--- config.mk ---
export PLATFORM = sky130hd
export DESIGN_NAME = mult_arbiter
export DESIGN_NICKNAME = d
export VERILOG_FILES = /design/src/rtl/mult_ctrl_pkg.sv /design/src/rtl/rr_arb2.sv /design/src/rtl/mult_arbiter.sv
export SDC_FILE = /design/constraint.sdc
export NUM_CORES = 1
export LEC_CHECK = 0
export ABC_AREA = 1
export BUFFER_PORTS_ARGS = -buffer_cell sky130_fd_sc_hd__buf_2
export CAP_MARGIN = 20
export CELL_PAD_IN_SITES_DETAIL_PLACEMENT = 1
export CELL_PAD_IN_SITES_GLOBAL_PLACEMENT = 2
export CORE_MARGIN = 2
export CORE_UTILIZATION = 24
export DETAILED_ROUTE_END_ITERATION = 10
export GPL_TIMING_DRIVEN = 0
export PLACE_DENSITY = 0.84
export SYNTH_ARGS = -nofsm -noshare
export SYNTH_HDL_FRONTEND = slang
export SYNTH_SLANG_ARGS = --single-unit
--- constraint.sdc ---
create_clock -name clk -period 1.82 [get_ports clk]
set_clock_uncertainty 0.2 [all_clocks]
set_input_delay 0.182 -clock clk [delete_from_list [all_inputs] [get_ports clk]]
set_output_delay 0.182 -clock clk [all_outputs]
set_load 0.05 [all_outputs]
--- src/rtl/mult_ctrl_pkg.sv ---
// Shared constants and FSM encoding for the two-requester multiplier arbiter.
package mult_ctrl_pkg;
  localparam int WIDTH  = 8;
  localparam int PWIDTH = 2 * WIDTH;
  localparam int NREQ   = 2;

  typedef enum logic [1:0] {
    ST_IDLE  = 2'd0,
    ST_START = 2'd1,
    ST_WAIT  = 2'd2,
    ST_DONE  = 2'd3
  } state_t;
endpackage

--- src/rtl/rr_arb2.sv ---
// Two-way round-robin winner select; the pointer remembers the last requester served.
module rr_arb2 (
  input  logic       clk,
  input  logic       reset,
  input  logic [1:0] req,
  input  logic       update,
  input  logic       served,
  output logic       any,
  output logic       winner
);
  logic last;

  // Pointer resets to 1 so requester 0 wins the first tie.
  always_ff @(posedge clk) begin
    if (reset)       last <= 1'b1;
    else if (update) last <= served;
  end

  always_comb begin
    any    = |req;
    winner = 1'b0;
    if (req == 2'b11) winner = ~last;
    else if (req[1])  winner = 1'b1;
  end
endmodule

--- src/rtl/mult_arbiter.sv ---
// Arbitrates two requesters onto one shared sequential multiplier core.
//   state | meaning
//   IDLE  | no operation; arbitrate pending requests
//   START | one-cycle mul_start pulse to the core
//   WAIT  | wait for mul_rdy; first cycle ignores a stale ready
//   DONE  | one-cycle done pulse to the granted requester
import mult_ctrl_pkg::*;

module mult_arbiter #(
  parameter int WIDTH = mult_ctrl_pkg::WIDTH,
  parameter int NREQ  = mult_ctrl_pkg::NREQ
) (
  input  logic                 clk,
  input  logic                 reset,
  input  logic [NREQ-1:0]      req,
  input  logic [WIDTH-1:0]     a0,
  input  logic [WIDTH-1:0]     b0,
  input  logic [WIDTH-1:0]     a1,
  input  logic [WIDTH-1:0]     b1,
  output logic [NREQ-1:0]      gnt,
  output logic [NREQ-1:0]      done,
  output logic [2*WIDTH-1:0]   p_out,
  output logic                 busy,
  output logic                 mul_start,
  output logic [WIDTH-1:0]     mul_a,
  output logic [WIDTH-1:0]     mul_b,
  input  logic [2*WIDTH-1:0]   mul_p,
  input  logic                 mul_rdy
);
  state_t          state, state_nxt;
  logic [NREQ-1:0] gnt_q;
  logic            wait_first;
  logic            arb_any, arb_winner;

  rr_arb2 u_arb (
    .clk    (clk),
    .reset  (reset),
    .req    (req),
    .update (state == ST_DONE),
    .served (gnt_q[1]),
    .any    (arb_any),
    .winner (arb_winner)
  );

  always_ff @(posedge clk) begin
    if (reset) state <= ST_IDLE;
    else       state <= state_nxt;
  end

  // Outputs are gated by reset so nothing leaks out during the reset cycle itself.
  always_comb begin
    state_nxt = state;
    mul_start = 1'b0;
    done      = '0;
    gnt       = '0;
    busy      = 1'b0;
    case (state)
      ST_IDLE:  if (arb_any) state_nxt = ST_START;
      ST_START: state_nxt = ST_WAIT;
      ST_WAIT:  if (!wait_first && mul_rdy) state_nxt = ST_DONE;
      ST_DONE:  state_nxt = ST_IDLE;
      default:  state_nxt = ST_IDLE;
    endcase
    if (!reset) begin
      mul_start = (state == ST_START);
      busy      = (state != ST_IDLE);
      gnt       = gnt_q;
      if (state == ST_DONE) done = gnt_q;
    end
  end

  always_ff @(posedge clk) begin
    if (reset) begin
      gnt_q      <= '0;
      wait_first <= 1'b0;
      p_out      <= '0;
      mul_a      <= '0;
      mul_b      <= '0;
    end else begin
      wait_first <= (state == ST_START);
      case (state)
        ST_IDLE: begin
          if (arb_any) begin
            gnt_q             <= '0;
            gnt_q[arb_winner] <= 1'b1;
            mul_a             <= arb_winner ? a1 : a0;
            mul_b             <= arb_winner ? b1 : b0;
          end
        end
        ST_WAIT: if (state_nxt == ST_DONE) p_out <= mul_p;
        ST_DONE: gnt_q <= '0;
        default: ;
      endcase
    end
  end
endmodule

Word-level counts from Yosys, hierarchy flattened
Cells that the tools add are included.
{ "word_totals": {"reg_bits": 38, "wordCells": 42} }
{ "op_classes": {"n_mux": 16, "eq_ne": 6, "bitwise_logic": 1, "reduce_logical": 10, "n_lt_le_gt_ge": 2} }
{ "ops": {"columns": ["operator", "n"], "rows": [
  ["8-bit two-way mux", 2],
  ["2-bit two-way mux", 6],
  ["2-bit == test, second input constant", 4],
  ["2-bit case mux with 4 select lines", 1],
  ["2-bit AND reduction", 3],
  ["1-bit two-way mux", 5],
  ["2-bit case mux with 2 select lines", 1],
  ["2-bit nonzero test", 2],
  ["2-bit by 1-bit == test with 1-bit output, second input constant", 1],
  ["1-bit logical AND", 2],
  ["2-bit logical NOT", 1],
  ["1-bit by 2-bit < comparator with 1-bit output, second input constant", 1],
  ["2-bit != test, second input constant", 1],
  ["2-bit OR reduction", 1],
  ["1-bit demux with 1-bit select", 1],
  ["1-bit >= comparator, second input constant", 1],
  ["1-bit logical NOT", 1],
  ["1-bit NOT", 1]
]} }

Longest topological paths before layout
{ "depth": {"word_depth": 8, "depth_mapped": 10, "ltp_nobuf": 9} }

Cells and area by module
A second synthesis with hierarchy kept.
{ "unflattened": {"hier_cells": 242, "hier_area_um2": 1702.9} }
{ "by_module_without_submodules": {"columns": ["mod", "area_per_inst_um2", "seq_area_each_um2", "cells_per_inst", "instances"], "rows": [
  ["mult_arbiter", 1649.1, 740.7, 234, 1],
  ["rr_arb2", 53.8, 20.0, 8, 1]
]} }

Worst setup path after synthesis
Ideal clock, no wire load.
{ "synth_path": {"path_kind": "flip-flop to output port", "from": "register gnt_q[0]", "to": "output port done[0]", "path_stages_with_launch": 5, "setup_slack_ns": -0.370, "required_time_ns": 1.438, "arrival_ns": 1.808, "cell_sequence": "dfxtp_1 inv_1 nor2_1 inv_1 nor2_1"} }
{ "synth_via": {"elab_chain_len": 2} }
{ "synth_lines": {"columns": ["item", "line_no", "rtl"], "rows": [
  ["from (decl)", "mult_arbiter.sv:31", "logic [NREQ-1:0] gnt_q;"],
  ["from (signal assigned)", "mult_arbiter.sv:74", "gnt_q <= '0;"],
  ["from (signal assigned)", "mult_arbiter.sv:84", "gnt_q <= '0;"],
  ["from (signal, indexed assignment)", "mult_arbiter.sv:85", "gnt_q[arb_winner] <= 1'b1;"],
  ["2-bit two-way mux", "mult_arbiter.sv:68", "if (state == ST_DONE) done = gnt_q;"],
  ["2-bit two-way mux", "mult_arbiter.sv:64", "if (!reset) begin"],
  ["to (decl)", "mult_arbiter.sv:21", "output logic [NREQ-1:0] done,"]
]} }
Every way passes these cells.

Final worst setup path
{ "layout_path": {"from": "register state[0]", "to": "output port busy"} }
{ "layout_via": {"elab_chain_len": 2} }
{ "layout_lines": {"columns": ["item", "line_no", "rtl"], "rows": [
  ["from (decl)", "mult_arbiter.sv:30", "state_t state, state_nxt;"],
  ["from (signal assigned)", "mult_arbiter.sv:47", "else state <= state_nxt;"],
  ["2-bit nonzero test", "mult_arbiter.sv:66", "busy = (state != ST_IDLE);"],
  ["1-bit two-way mux", "mult_arbiter.sv:64", null],
  ["to (decl)", "mult_arbiter.sv:23", "output logic busy,"]
]} }
Every way passes these cells.

==> impl_metrics.py <==
metrics = {
    "finish": {
        "final-seq-area_um2": 766,
        "antenna_cells": 0,
        "final_nets": 433,
        "multi_input_area_um2": 886,
        "drive_above_1_share_pct": 34.3,
        "final_area_um2": 2950,
        "area_delta_synth_final_pct": 58.8,
        "fillers": 947,
    },
    "clock_network": {
        "clock-root-buffer": "clkbuf_8",
        "clkTransAtPathRegs_ns": 0.08,
        "cts.sinks": 38,
        "cts_buffers": 5,
        "h-tree-depth": 2,
        "cts_buffer_depth": 2,
        "cts_tree": "built",
        "insertion_delay_ns": 0.29,
    },
    "synth": {
        "syn_nets": 305,
        "synth_edf_count": 0,
        "yosysWarnings": 0,
        "ys_top_cells_by_area": "dfxtp_1 (41%), nand3_1 (9.2%), nand2_1 (8.3%)",
        "syn_area_per_cell_um2": 7.52,
        "synth_seq_cells": 38,
        "yosysTopAreaCell": "dfxtp_1",
        "synth_top_flop_cell": "dfxtp_1",
        "synth.most_common_cell": "nand2_1",
        "postSynthCellCount": 247,
        "synth_top_area_share_pct": 40.9,
        "synth_cell_types": 22,
        "yosysSeqAreaShare_pct": 40.9,
        "yosys-top-cells-count": "nand2_1 (41), dfxtp_1 (38), nand3_1 (34)",
        "netlist_area_um2": 1860,
        "async_flop_share_pct": 0,
    },
    "timing": {
        "slew-limit-headroom_pct": 60.8,
        "worst_slew_pin_slew_ns": 0.589,
        "finalCriticalPeriod_ns": 1.74,
        "rsz0062_at_grt": "false",
        "finalCritPeriodShare_pct": 95.8,
        "holdWs_ns": 0.00481,
        "setup_viol": 0,
        "finalSetupTns_ns": 0,
        "maxSlewViolCount": 0,
        "max_freq_mhz": 573,
        "hold_viol_final": 0,
    },
    "pwr": {
        "switchingPower_mw": 1.29,
        "power_density_nw_per_um2": 1110,
        "internal_power_mw": 2.00,
        "pwr-share-comb_pct": 41.7,
        "swShare_pct": 39.2,
        "p_leak_nw": 1.42,
        "p_clk_share_pct": 27.4,
        "peakVddDrop_mv": 0.373,
        "pwr-share-seq_pct": 30.8,
    },
    "global_route": {
        "track_usage_pct": 16.2,
        "antenna_found_initial": 0,
        "first_global_vias": 2225,
        "grt_max_degree": 20,
        "overflow": 0,
        "grt_pass1_wl_um": 11000,
    },
    "floorplanning": {
        "num_rows": 32,
        "num_io_pins": 91,
        "fp.coreArea_um2": 7610,
        "die_area_um2": 8460,
        "die_width_um": 92.0,
        "initial_utilization_pct": 24.4,
        "fp.dieH_um": 92.0,
    },
    "critical_path": {
        "cp_max_fo": 19,
        "r2r_slack_ns": 0.17,
        "timing.rr.end": "p_out[13]",
        "regToRegStartpoint": "state[0]",
        "crit_start": "state[0]",
        "critPathKind": "reg2out",
        "rr_worst_depth": 10,
        "arrival_ns": 1.36,
        "cp-start-kind": "flop",
        "worst-endpoint-required_ns": 1.44,
        "endpoint_kind": "output port",
    },
    "routing": {
        "drc_errors": 0,
        "ant_nets": 0,
        "firstDrtPassIters": 4,
        "viasPerCell": 4.44,
        "vias": 2124,
        "wl_um": 6500,
        "dr.first_iter.drc_count": 39,
        "routedWlPerCell_um": 13.6,
    },
    "outcome": {
        "status": "finished, final reports clean",
    },
    "placement": {
        "routabilityCongestion": 0.790,
        "hpwlAfterDp_um": 4330,
        "portBuffers": 90,
        "placed_area_um2": 2450,
    },
    "min_path": {
        "hold_start": "mul_p[6]",
        "hp-class": "in2reg",
        "holdPathEnd": "p_out[6]",
        "holdPathStages": 5,
    },
    "flow_run": {
        "cap_violations": 0,
    },
}
==> state kept, by name, summed over array words and instances (netlist names) <==
name	flops
gnt_q	2
mul_a	8
mul_b	8
p_out	16
state	2
u_arb.last	1
wait_first	1
==> worst max-delay path: stages (launching register included) <==
cell and delay, ns:
dfxtp_4 0.36, inv_2 0.12, ha_4 0.19, buf_8 0.18
nor2_4 0.06, buf_8 0.16
==> power by group through the flow <==
| stage | Combinational, mW | Clock [mW] | Sequential (mW) |
|---|---|---|---|
| global route | 1.49 | 0.967 | 1.03 |
| finish | 1.37 | 0.900 | 1.01 |
| floorplan | 0.641 | 0 | 1.32 |
| global placement | 1.25 | 0 | 1.02 |
| CTS | 1.36 | 0.922 | 1.01 |
| detailed placement | 1.27 | 0 | 1.02 |
==> routing by layer <==
layer | wire length [µm] | vias up | part of all wire, % | track usage, %
li1 | - | 1083 | - | -
met1 | 2920 | 965 | 45 | 19.5
met2 | 3140 | 68 | 48 | 28.4
met3 | 360 | 8 | 5.5 | 4.27
met4 | 87 | 0 | 1.3 | 4.35
met5 | 0 | - | 0 | 0
==> stage by stage <==
stage,util [%],instances,setup slack (ns),total power [mW]
after floorplan,-,247,0.106,1.96
after global placement,32.2,439,-0.0889,2.27
after detailed placement,32.2,439,-0.138,2.29
after CTS,38.6,478,0.0139,3.29
after global routing,38.8,478,0.00237,3.48
final,38.8,478,0.0760,3.28
==> final cells by class <==
class,count,share of cell area (%)
multi-input combinational,163,30.0
inverter,29,3.69
clock buffer,6,2.80
sequential,38,26.0
buffer,16,4.54
tap,102,4.33
timing repair buffer,122,26.6
clock inverter,2,2.04
==> cells in the final DEF, fill, tap and decap left out, types with 4 or more instances in the layout <==
| cell type | n |
|---|---|
| ha_1 | 4 |
| dfxtp_1 | 36 |
| buf_2 | 92 |
| a31oi_1 | 16 |
| nand2_1 | 41 |
| nand4_1 | 16 |
| inv_1 | 25 |
| buf_6 | 7 |
| dlygate4sd3_1 | 32 |
| a21oi_1 | 17 |
| nor2_1 | 20 |
| nand3_1 | 34 |
| clkbuf_8 | 6 |
==> worst max path at each step <==
| stage | endpoint | slack, ns | cells past startpoint |
|---|---|---|---|
| after floorplan | done[0] | 0.11 | 4 |
| after global placement | busy | -0.09 | 6 |
| after detailed placement | p_out[13] | -0.14 | 8 |
| after CTS | busy | 0.01 | 5 |
| after global routing | busy | 0.002 | 5 |
| final | busy | 0.08 | 5 |
==> kinds of logic (layout without fill, tap and decap cells) <==
| logic type | Yosys count | after routing | share of synthesized area, % |
|---|---|---|---|
| compound gates | 37 | 37 | 11.8 |
| fa+ha+maj | 5 | 5 | 3.37 |
| buf+inv | 46 | 175 | 12.7 |
| flops | 38 | 38 | 40.9 |
| simple gates | 121 | 121 | 31.2 |
==> repair_timing <==
item	in CTS	in global routing
endpoints found under the hold margin	16	0
buffers inserted	0	0
hold buffers	32	0
resized for setup	9	7
endpoints found under the setup margin	18	13
No activity file was read; power rests on OpenSTA's default activity.
